==> src/rtl/square_reader.sv <==
// Raster scanner over a (SIZE+1)x(SIZE+1) framebuffer region. It issues one read per cycle,
// counts the lit pixels and reports the count through a level start/done handshake.
module square_reader #(
  parameter int SIZE   = 10,
  parameter int WIDTH  = 640,
  parameter int HEIGHT = 480
) (
  input  logic        clk,
  input  logic        reset,
  input  logic        start,
  input  logic [10:0] x0,
  input  logic [10:0] y0,
  output logic        rd_en,
  output logic [10:0] rd_x,
  output logic [10:0] rd_y,
  input  logic        rd_data,
  output logic [15:0] count,
  output logic        all_set,
  output logic        done
);

  localparam logic [11:0] SPAN = 12'(SIZE);
  localparam logic [15:0] AREA = 16'((SIZE + 1) * (SIZE + 1));

  typedef enum logic [1:0] {IDLE, SCAN, DRAIN, FINISH} state_t;

  state_t      state;
  logic [11:0] cx, cy, xs, ye;
  logic        rd_en_q;
  logic        row_end, last_pos;
  logic [11:0] nx, ny;

  function automatic logic on_screen(input logic [11:0] x, input logic [11:0] y);
    return (int'(x) < WIDTH) && (int'(y) < HEIGHT);
  endfunction

  always_comb begin
    row_end  = (cx == xs + SPAN);
    last_pos = row_end && (cy == ye);
    nx       = row_end ? xs : cx + 12'd1;
    ny       = row_end ? cy + 12'd1 : cy;
  end

  assign all_set = (count == AREA);

  always_ff @(posedge clk or negedge reset) begin
    if (!reset) begin
      state   <= IDLE;
      cx      <= '0;
      cy      <= '0;
      xs      <= '0;
      ye      <= '0;
      rd_en   <= 1'b0;
      rd_x    <= '0;
      rd_y    <= '0;
      rd_en_q <= 1'b0;
      count   <= '0;
      done    <= 1'b0;
    end else begin
      // read data arrives one cycle after its strobe
      rd_en_q <= rd_en;
      if (rd_en_q)
        count <= count + 16'(rd_data);

      case (state)
        IDLE: begin
          if (start) begin
            state <= SCAN;
            cx    <= {1'b0, x0};
            cy    <= {1'b0, y0};
            xs    <= {1'b0, x0};
            ye    <= {1'b0, y0} + SPAN;
            count <= '0;
            rd_x  <= x0;
            rd_y  <= y0;
            rd_en <= on_screen({1'b0, x0}, {1'b0, y0});
          end
        end
        SCAN: begin
          if (last_pos) begin
            state <= DRAIN;
            rd_en <= 1'b0;
          end else begin
            cx    <= nx;
            cy    <= ny;
            rd_x  <= nx[10:0];
            rd_y  <= ny[10:0];
            rd_en <= on_screen(nx, ny);
          end
        end
        DRAIN: begin
          state <= FINISH;
          done  <= 1'b1;
        end
        FINISH: begin
          if (!start) begin
            state <= IDLE;
            done  <= 1'b0;
          end
        end
        default: state <= IDLE;
      endcase
    end
  end

endmodule
==> config.mk <==
export PLATFORM = sky130hd
export DESIGN_NAME = square_reader
export DESIGN_NICKNAME = d
export VERILOG_FILES = /design/src/rtl/square_reader.sv
export SDC_FILE = /design/constraint.sdc
export NUM_CORES = 1
export LEC_CHECK = 0
export ABC_AREA = 1
export ABC_CLOCK_PERIOD_IN_PS = 1900
export BUFFER_PORTS_ARGS = -buffer_cell sky130_fd_sc_hd__clkbuf_2
export CAP_MARGIN = 20
export CORE_UTILIZATION = 45
export DETAILED_ROUTE_END_ITERATION = 10
export GPL_TIMING_DRIVEN = 0
export PLACE_DENSITY = 0.77
export SETUP_SLACK_MARGIN = 0.4
export SLEW_MARGIN = 0
export SYNTH_ARGS = -nofsm -noshare
export SYNTH_HDL_FRONTEND = slang
export SYNTH_SLANG_ARGS = --single-unit
==> constraint.sdc <==
create_clock -name clk -period 1.9 [get_ports clk]
set_input_delay 0.285 -clock clk [delete_from_list [all_inputs] [get_ports clk]]
set_output_delay 0.285 -clock clk [all_outputs]
set_load 0.01 [all_outputs]
---- Word-level counts from Yosys, hierarchy flattened ----
Cells that the tools add are included.
W data, S select, Z words.
cells by class
  mux-type cells .......................... 26
  eq/ne operators ......................... 10
  magnitude comparators ................... 4
  reduce and logical (&&, ||, !) cells .... 11
  $add $sub $neg .......................... 5
operator list
  operator                 count
  $mux W12                 6
  $mux W16                 3
  $pmux W12 S2             2
  $mux W11                 4
  $pmux W11 S2             2
  $add A11 B4 Y12 const B  2
  $add A12 B1 Y12 const B  2
  $eq A12 B12 Y1           2
  $add A16 B1 Y16          1
  $eq A16 B7 Y1 const B    1
  $lt A12 B10 Y1 const B   1
  $lt A12 B9 Y1 const B    1
  $lt A11 B10 Y1 const B   1
  $lt A11 B9 Y1 const B    1
  $ne A2 B2 Y1 const B     4
  $pmux W2 S4              1
  $mux W2                  3
  $reduce_and A2 Y1        3
  $reduce_and A3 Y1        2
  $eq A2 B2 Y1 const B     2
  $pmux W1 S2              2
  $reduce_bool A2 Y1       2
  $logic_and A1 B1 Y1      3
  $mux W1                  3
  other kinds (2)          2
storage, ports and cells
  word-level logic and storage cells ...... 67
  output and inout bits ................... 41
  bits of input ports ..................... 26
  register bits after elaboration ......... 90

---- Longest topological paths before layout ----
Gate-level depths: netlist of the first run.
  depth after elaboration ................. 7
  depth in mapped cells ................... 17
  gate-level depth less buffers ........... 17

---- Worst setup path after synthesis of the first run ----
No wires, ideal clock.
  kind .................................... register -> register
  start point ............................. reg xs[1]
  end point ............................... reg rd_y[2]
  buffers on the path ..................... 0
  cell stages (with the launch flop) ...... 14
  slack ................................... -0.171 ns
  clock period less this slack ............ 2.071 ns
  data required time ...................... 1.773 ns
  library setup time ...................... 0.127 ns
  data arrival time ....................... 1.945 ns
  cells stage by stage .................... dfrtp_1 > ha_1 > xnor2_1 > nand3_1 > nor2_4 > nand2_2 > nor2_4 > nand4_2 > o21ai_2 > inv_2 > nand2_2 > inv_4 > o211ai_1 > o21ai_1
between the ends
  longest elaborated chain between the ends .. 5
  elaborated cells on any way between the ends .. 8
  classes of those cells .................. add/sub: 1; eq/ne: 2; mux: 3; reduce/logical: 2
ends and longest elaborated chain
  what                                                      RTL line  source
  start, declared                                           28        logic [11:0] cx, cy, xs, ye;
  start signal, assigned                                    71        xs <= {1'b0, x0};
  $add A11 B4 Y12 *                                         38        row_end = (cx == xs + SPAN);
  $eq A12 B12 Y1 *                                          38
  $mux W12 / $logic_and A1 B1 Y1 (equally long branches)    41, 39
  $mux W11 / $ne A2 B2 Y1 (equally long branches)           -
  $pmux W11 S2 / $reduce_and A3 Y1 (equally long branches)  -
  end signal, assigned                                      75        rd_y <= y0;
  end signal, assigned                                      87        rd_y <= ny[10:0];
  end, declared                                             15        output logic [10:0] rd_y,
Every way passes the cells marked *; elsewhere a longest branch is shown, timed or not. The select of a mux whose other input is x is not followed.
A chain may end at the register's enable or synchronous reset.

---- Worst setup path in the final report of the first run ----
  start point ............................. reg count[0]
  end point ............................... reg count[15]
between the ends
  longest elaborated chain between the ends .. 4
ends and longest elaborated chain
  what                    RTL line  source
  start, declared         17        output logic [15:0] count,
  start signal, assigned  63        count <= count + 16'(rd_data);
  $add A16 B1 Y16 *       63
  $mux W16 *              62        if (rd_en_q)
  $mux W16                67        if (start) begin
  $mux W16 *              65        case (state)
Every way passes the cells marked *; elsewhere a longest branch is shown, timed or not.

==> impl_metrics.tcl, run 1 <==
set metrics [dict create \
    die_area_mm2 0.01118 \
    seqPwrFrac 0.276 \
    rsz0062_at_grt "true" \
    slew_headroom 0.5615 \
    violations "negative setup slack" \
    dr.pass1.iters 7 \
    switchingPower_uw 4919 \
    fin_area_mm2 0.006460 \
    maxCapViolations 0 \
    grt_pass1_vias 4866 \
    cts.clk_slew.worst_paths_ns 0.08 \
    antenna_found_initial 0 \
    overflow 0 \
    period_share 1.281 \
    diodes 0 \
    drive_above_1_share 0.3530 \
    worstSetupPathType "reg2reg" \
    ioPinCount 67 \
    synth_area_mm2 0.004841 \
    crit_required_ns 2.17 \
    critical_path_arrival_ns 2.71 \
    tritoncts "built" \
    worst_pin_slew_ns 0.6577 \
    synthCells 664 \
    synth.avg_cell_area_um2 7.291 \
    placed_area_mm2 0.005411 \
    vias 5172 \
    cts.path.max_buffers 2 \
    synth_edf_count 0 \
    peakVddDrop_mv 0.8399 \
    cts_buffers 9 \
    drc 0 \
    drv_slew 0 \
    multiInputGateArea_mm2 0.002974 \
    portBuffers 66 \
    clock-sinks 68 \
    seq_area_frac_synth 0.3515 \
    wl_mm 15.66 \
    root_buffer "clkbuf_8" \
    switching_share 0.4912 \
    synth_top_cell_by_area "dfrtp_1" \
    status "finished, violations left" \
    vias_per_cell 5.549 \
    worst-path-max-fanout 3 \
    power_leakage_uw 0.003181 \
    synthArstFlopShare 1.000 \
    grt_pass1_wl_mm 23.06 \
    start_util 0.4668 \
    hpwl_mm 9.811 \
    syn-num-nets 700 \
    setup_slack_ns -0.5347 \
    ys_warn_count 0 \
    clkLatencyLatePin_ns 0.37 \
    synth_flop_cell "dfrtp_1" \
    routedWlPerCell_um 16.81 \
    power_uw 10010 \
    skew_ns 0.008623 \
    grt_usage 0.2637 \
    synth_common_cells "169 x nand2_1, 79 x inv_1, 68 x dfrtp_1" \
    fin_nets 829 \
    drtIter0Drc 548 \
    placeableCoreArea_mm2 0.01037 \
    die_x_um 105.7 \
    clock_power_share 0.114 \
    area_delta_synth_final_pct 33.45 \
    max_freq_mhz 410.7 \
    worstSetupEndpointType "flip-flop" \
    synth.top_cell.area_share 0.3515 \
    hold_viol_final 0 \
    yosysMostFrequentCell "nand2_1" \
    ys_ff_latch 68 \
    place_congestion 0.9053 \
    rows 37 \
    hp-class "in2reg" \
    power_density_mw_per_mm2 1550 \
    dieHeight_um 105.7 \
    whs_path_depth 3 \
    ant_nets 0 \
    grt_max_degree 48 \
    intPower_uw 5096 \
    pwr-share-comb 0.610 \
    htreeDepth 3 \
    setup_viol 35 \
    worst_setup_path_start_kind "flip-flop" \
    period_needed_ns 2.435 \
    netlist_top_cells_area "dfrtp_1 35%, nand2_1 13%, inv_1 6.1%" \
    pre_cts_slack_ns -0.4632 \
    synthDistinctLibCells 44 \
    ff_latch_area_mm2 0.001705 \
    fillCellCount 859 \
    reg2reg_depth 14 \
]
## final timing paths
| path | slack, ns | to | start |
|---|---|---|---|
| min | 0.15 | xs[10] | x0[10] |
| max in group asynchronous | 0.95 | rd_x[2] | reset |
| min reg2reg | 0.51 | rd_en_q | rd_en |
| max | -0.53 | count[15] | count[0] |
| min in group asynchronous | 0.37 | count[3] | reset |
| max reg2reg | -0.53 | count[15] | count[0] |
## final cells by class
class	count	area share
multi-input cells	474	0.4604
flip-flops and latches	68	0.2640
repair buffers	117	0.1247
inverters	84	0.05075
plain buffers	38	0.04590
well taps	136	0.02634
clock buffers	12	0.02557
clock inverters	2	0.001549
repair inverters	1	0.0007747
## cells by family (layout without fill, tap and decap cells)
family                   Yosys count  after routing  share of synthesized area
adder cells (fa/ha/maj)           10             10                    0.02585
AO/OA/AOI/OAI                    117            117                     0.1466
AND/OR/NAND/NOR                  310            310                     0.2897
buffers and inverters            122            254                     0.1194
XOR/XNOR                          37             37                    0.06694
flip-flops                        68             68                     0.3515
## worst max-delay path, cell delays in order (launching register included)
cell,delay (ns)
dfrtp_1,0.36
ha_2,0.21
nand2_2,0.07
nor2_4,0.13
nand2_2,0.08
nor2_4,0.10
nand2_2,0.10
nor2_4,0.14
nand2_2,0.11
nor2_4,0.16
nand2_4,0.09
nor4_4,0.28
nand2_1,0.14
xor2_1,0.15
nor2_1,0.22
## flip-flops by register name, summed over array words and instances (netlist names)
register,cells
state,2
xs,11
count,16
rd_en,1
rd_y,10
cy,2
done,1
rd_x,10
ye,12
rd_en_q,1
cx,2
## placed cells by master, fill, tap and decap left out, types with 3 or more instances in the layout
| master | Yosys | final |
|---|---|---|
| a21oi_1 | 23 | 18 |
| a21oi_2 | 4 | 7 |
| buf_4 | 23 | 54 |
| buf_6 | 4 | 24 |
| clkbuf_1 | 10 | 3 |
| clkbuf_2 | 0 | 66 |
| clkbuf_4 | 0 | 3 |
| clkbuf_8 | 0 | 12 |
| clkinv_2 | 0 | 3 |
| dfrtp_1 | 68 | 65 |
| dfrtp_2 | 0 | 3 |
| ha_1 | 10 | 6 |
| ha_4 | 0 | 3 |
| inv_1 | 79 | 72 |
| inv_2 | 4 | 9 |
| nand2_1 | 169 | 149 |
| nand2_2 | 8 | 20 |
| nand2_4 | 0 | 8 |
| nand3_1 | 37 | 29 |
| nand3_2 | 2 | 8 |
| nand3_4 | 1 | 3 |
| nand4_1 | 9 | 9 |
| nor2_1 | 53 | 44 |
| nor2_4 | 6 | 15 |
| nor3_1 | 12 | 9 |
| nor3_2 | 1 | 3 |
| o211ai_1 | 5 | 5 |
| o21ai_0 | 47 | 32 |
| o21ai_1 | 20 | 29 |
| o21ai_2 | 1 | 6 |
| o22ai_2 | 6 | 6 |
| xnor2_1 | 18 | 16 |
| xor2_1 | 19 | 19 |
## per-layer routing
layer  part of all wire  track usage  up-vias
met1               0.39       0.3221     2394
met4              0.047       0.1438        0
met5                  0            0        -
li1                   -            -     2379
met3              0.082      0.04638       85
met2               0.49       0.4407      314
## power groups by stage
stage	registers (µW)	logic (µW)	clock network, µW
after floorplan	2540	3770	0
after global placement	2690	4810	0
after detailed placement	2720	4960	0
after CTS	2690	5290	1130
after global routing	2830	6710	1190
final	2760	6110	1140
## per-stage QoR
| stage | setup TNS (ns) | hold slack (ns) | utilization | std cells |
|---|---|---|---|---|
| after CTS | -9.315 | 0.1500 | 0.5693 | 908 |
| after global routing | -13.93 | 0.1685 | 0.6229 | 932 |
| after detailed placement | -11.17 | 0.2385 | 0.5218 | 867 |
| after floorplan | -3.243 | -0.01059 | - | 664 |
| after global placement | -9.986 | 0.4503 | 0.5189 | 866 |
| final | -10.09 | 0.1507 | 0.6229 | 932 |
## what timing repair did
action                                 4_1_cts  5_1_grt
hold buffers                                 1        0
buffers inserted                            26       23
gates cloned                                 0        1
gates resized for setup                     39      109
setup endpoints to repair                   67       67
pin swaps                                   12       30
endpoints found under the hold margin       21        0
Note: power is estimated with default switching activity, not from simulation.
==> inputs of run 2 (changes only) <==
- ABC_AREA: 1 -> unset
- CTS_BUF_LIST: unset -> sky130_fd_sc_hd__clkbuf_2 sky130_fd_sc_hd__clkbuf_4 sky130_fd_sc_hd__clkbuf_8
- PLACE_DENSITY: 0.77 -> 0.78
==> run 2 against run 1 <==
Compared with the run above: via count decreased by 5.9%; clock skew increased by 0.0019 ns; final cell count decreased by 12%; utilization increased by 0.42 points; synthesized cell count decreased by 16%; critical endpoint is now cy[10]; wire length decreased by 3.3%; final area increased by 0.23%; critical path type unchanged; sequential power decreased by 5%; worst setup slack got worse by 0.24 ns; power increased by 2.4%; worst hold slack got worse by 0.021 ns; non-clock buffer count increased by 10; the flow still finishes with violations (negative setup slack); largest cell class unchanged.
==> impl_metrics.tcl, run 2 <==
set metrics [dict create \
    status "finished, violations left" \
    violations "negative setup slack" \
    period_share 1.410 \
    slew_headroom 0.5260 \
    setup_viol 28 \
    reg.largest.list "count (16), ye (12), xs (11)" \
    die_area_mm2 0.01105 \
    setup_slack_ns -0.7792 \
    place_congestion 0.9446 \
    crit_required_ns 2.16 \
    power_leakage_uw 0.002883 \
    final_common_cell "nand2_1" \
    crit_chain "ha_4 > buf_4 > nor2_4 > xor2_1 > nand3_1 > a21oi_4 > nand4_4 > or4_1 > a32o_1" \
    synth_common_cells "83 x nand2_1, 68 x dfrtp_1, 46 x nor2_1" \
    drtIter0Drc 620 \
    fin_area_mm2 0.006475 \
    worstSetupPathType "reg2reg" \
    hold_viol_final 0 \
    placeableCoreArea_mm2 0.01032 \
    wl_mm 15.14 \
    netlist_top_cells_area "dfrtp_1 36%, nand2_1 6.5%, xnor2_1 5.5%" \
    ant_nets 0 \
    instances_no_fill 819 \
    critical_path_arrival_ns 2.94 \
    dieHeight_um 105.1 \
    synthDistinctLibCells 69 \
    synth.top_cell.area_share 0.3555 \
    drv_slew 0 \
    cp_slowest_stage_delay_ns 0.49 \
    worst_pin_slew_ns 0.7109 \
    vias 4867 \
    slowest_stage "or4_1" \
    peakVddDrop_mv 0.6797 \
    synth_edf_count 0 \
    cts.path.max_buffers 2 \
    cts_buffers 9 \
    hpwl_mm 9.871 \
    hold_ws_ns 0.1294 \
    synthCells 556 \
    rsz0062_at_grt "true" \
    skew_ns 0.01053 \
    yosysMostFrequentCell "nand2_1" \
    clkLatencyLatePin_ns 0.36 \
    seq_area_frac_synth 0.3555 \
    placed_area_mm2 0.005415 \
    antenna_found_initial 0 \
    root_buffer "clkbuf_8" \
    layout_common_cells "78 x nand2_1, 66 x clkbuf_2, 60 x dfrtp_1" \
    grt_usage 0.2731 \
    area_delta_synth_final_pct 35.26 \
    synthArstFlopShare 1.000 \
    synth_area_mm2 0.004787 \
    dr.pass1.iters 7 \
    period_needed_ns 2.679 \
    routedWlPerCell_um 18.49 \
    maxCapViolations 0 \
    worst-path-max-fanout 5 \
    setup_tns_ns -18.68 \
    vias_per_cell 5.943 \
    synth.avg_cell_area_um2 8.610 \
    htreeDepth 3 \
    synth_top_cell_by_area "dfrtp_1" \
    power_density_mw_per_mm2 1584 \
    synth_flop_cell "dfrtp_1" \
    top_register "count" \
    grt_pass1_vias 4585 \
    fin_nets 714 \
    hp-class "in2reg" \
    drc 0 \
    syn-num-nets 592 \
    worstSetupEndpointType "flip-flop" \
    ys_warn_count 0 \
    die_x_um 105.1 \
    portBuffers 66 \
    overflow 0 \
    ys_ff_latch 68 \
    worst_setup_path_start_kind "flip-flop" \
    ioPinCount 67 \
    start_util 0.4637 \
    cts.clk_slew.worst_paths_ns 0.08 \
    largest_reg_flops 16 \
    diodes 0 \
    dp.cells 759 \
    grt_max_degree 36 \
    rows 37 \
    clock-sinks 68 \
    tritoncts "built" \
    max_freq_mhz 373.2 \
    drive_above_1_share 0.3704 \
    grt_pass1_wl_mm 23.69 \
]
[run 2: power by group]
part           switching [µW]  leakage, µW  internal, µW
combinational            3400      0.00193          2870
sequential                636     0.000851          1980
clock                     618    0.0000982           753
total                    4650      0.00288          5600
[run 2: final timing paths]
path,cells after the start,to,start,slack (ns)
worst max-delay path,9,cy[10],xs[2],-0.78
worst min-delay path,3,xs[5],x0[5],0.13
worst max register to register,9,cy[10],xs[2],-0.78
worst min register to register,0,rd_en_q,rd_en,0.43
max in group asynchronous,3,state[1],reset,0.83
min in group asynchronous,2,count[3],reset,0.48
[run 2: logic make-up (layout without fill, tap and decap cells)]
kind of cell	count (synthesis)	after routing	synth area share
muxes	13	13	0.02744
DFF	68	68	0.3555
buffers and inverters	62	189	0.08050
xor gates and xnor gates	54	54	0.09880
AOI/OAI and AO/OA	105	105	0.1537
and+or+nand+nor	244	244	0.2580
adders and majority gates	10	10	0.02614
[run 2: layout make-up]
class,instances,area [µm²]
multi-input cells,426,3115
plain buffers,54,432.9
well taps,136,170.2
clock buffers,10,131.4
flip-flops and latches,68,1712
repair buffers,111,793.3
clock inverters,6,90.09
fillers,803,3849
inverters,8,30.03
[run 2: worst max-delay path, delay by kind of cell, from the launching register on]
family                   cells  cell delay (ns)
AND/OR/NAND/NOR              4             1.02
AO/OA/AOI/OAI                2             0.52
flip-flops                   1             0.45
XOR/XNOR                     1             0.24
adder cells (fa/ha/maj)      1             0.20
buffers and inverters        1             0.14
[run 2: per-stage QoR]
stage / total power, µW / worst slack, ns / util
2_1_floorplan: 6151 / -0.6216 / -
3_3_place_gp: 7337 / -1.168 / 0.5224
3_5_place_dp: 7493 / -1.139 / 0.5245
4_1_cts: 9698 / -0.6821 / 0.6042
5_1_grt: 10850 / -0.8413 / 0.6272
6_report: 10260 / -0.7792 / 0.6272
[run 2: per-layer routing]
metal	up-vias	routed length, µm	part of all wire	global-route usage
met1	2348	6384	0.42	0.3672
met5	-	0	0	0
li1	2215	-	-	-
met2	244	7069	0.47	0.4380
met4	0	585	0.039	0.1087
met3	60	1101	0.073	0.04554
[run 2: timing repair]
item	in CTS	in global routing
resized for setup	69	51
gates cloned	2	0
hold buffers	1	0
hold endpoints to repair	33	0
setup buffers	33	8
pin swaps	31	26
endpoints found under the setup margin	66	60
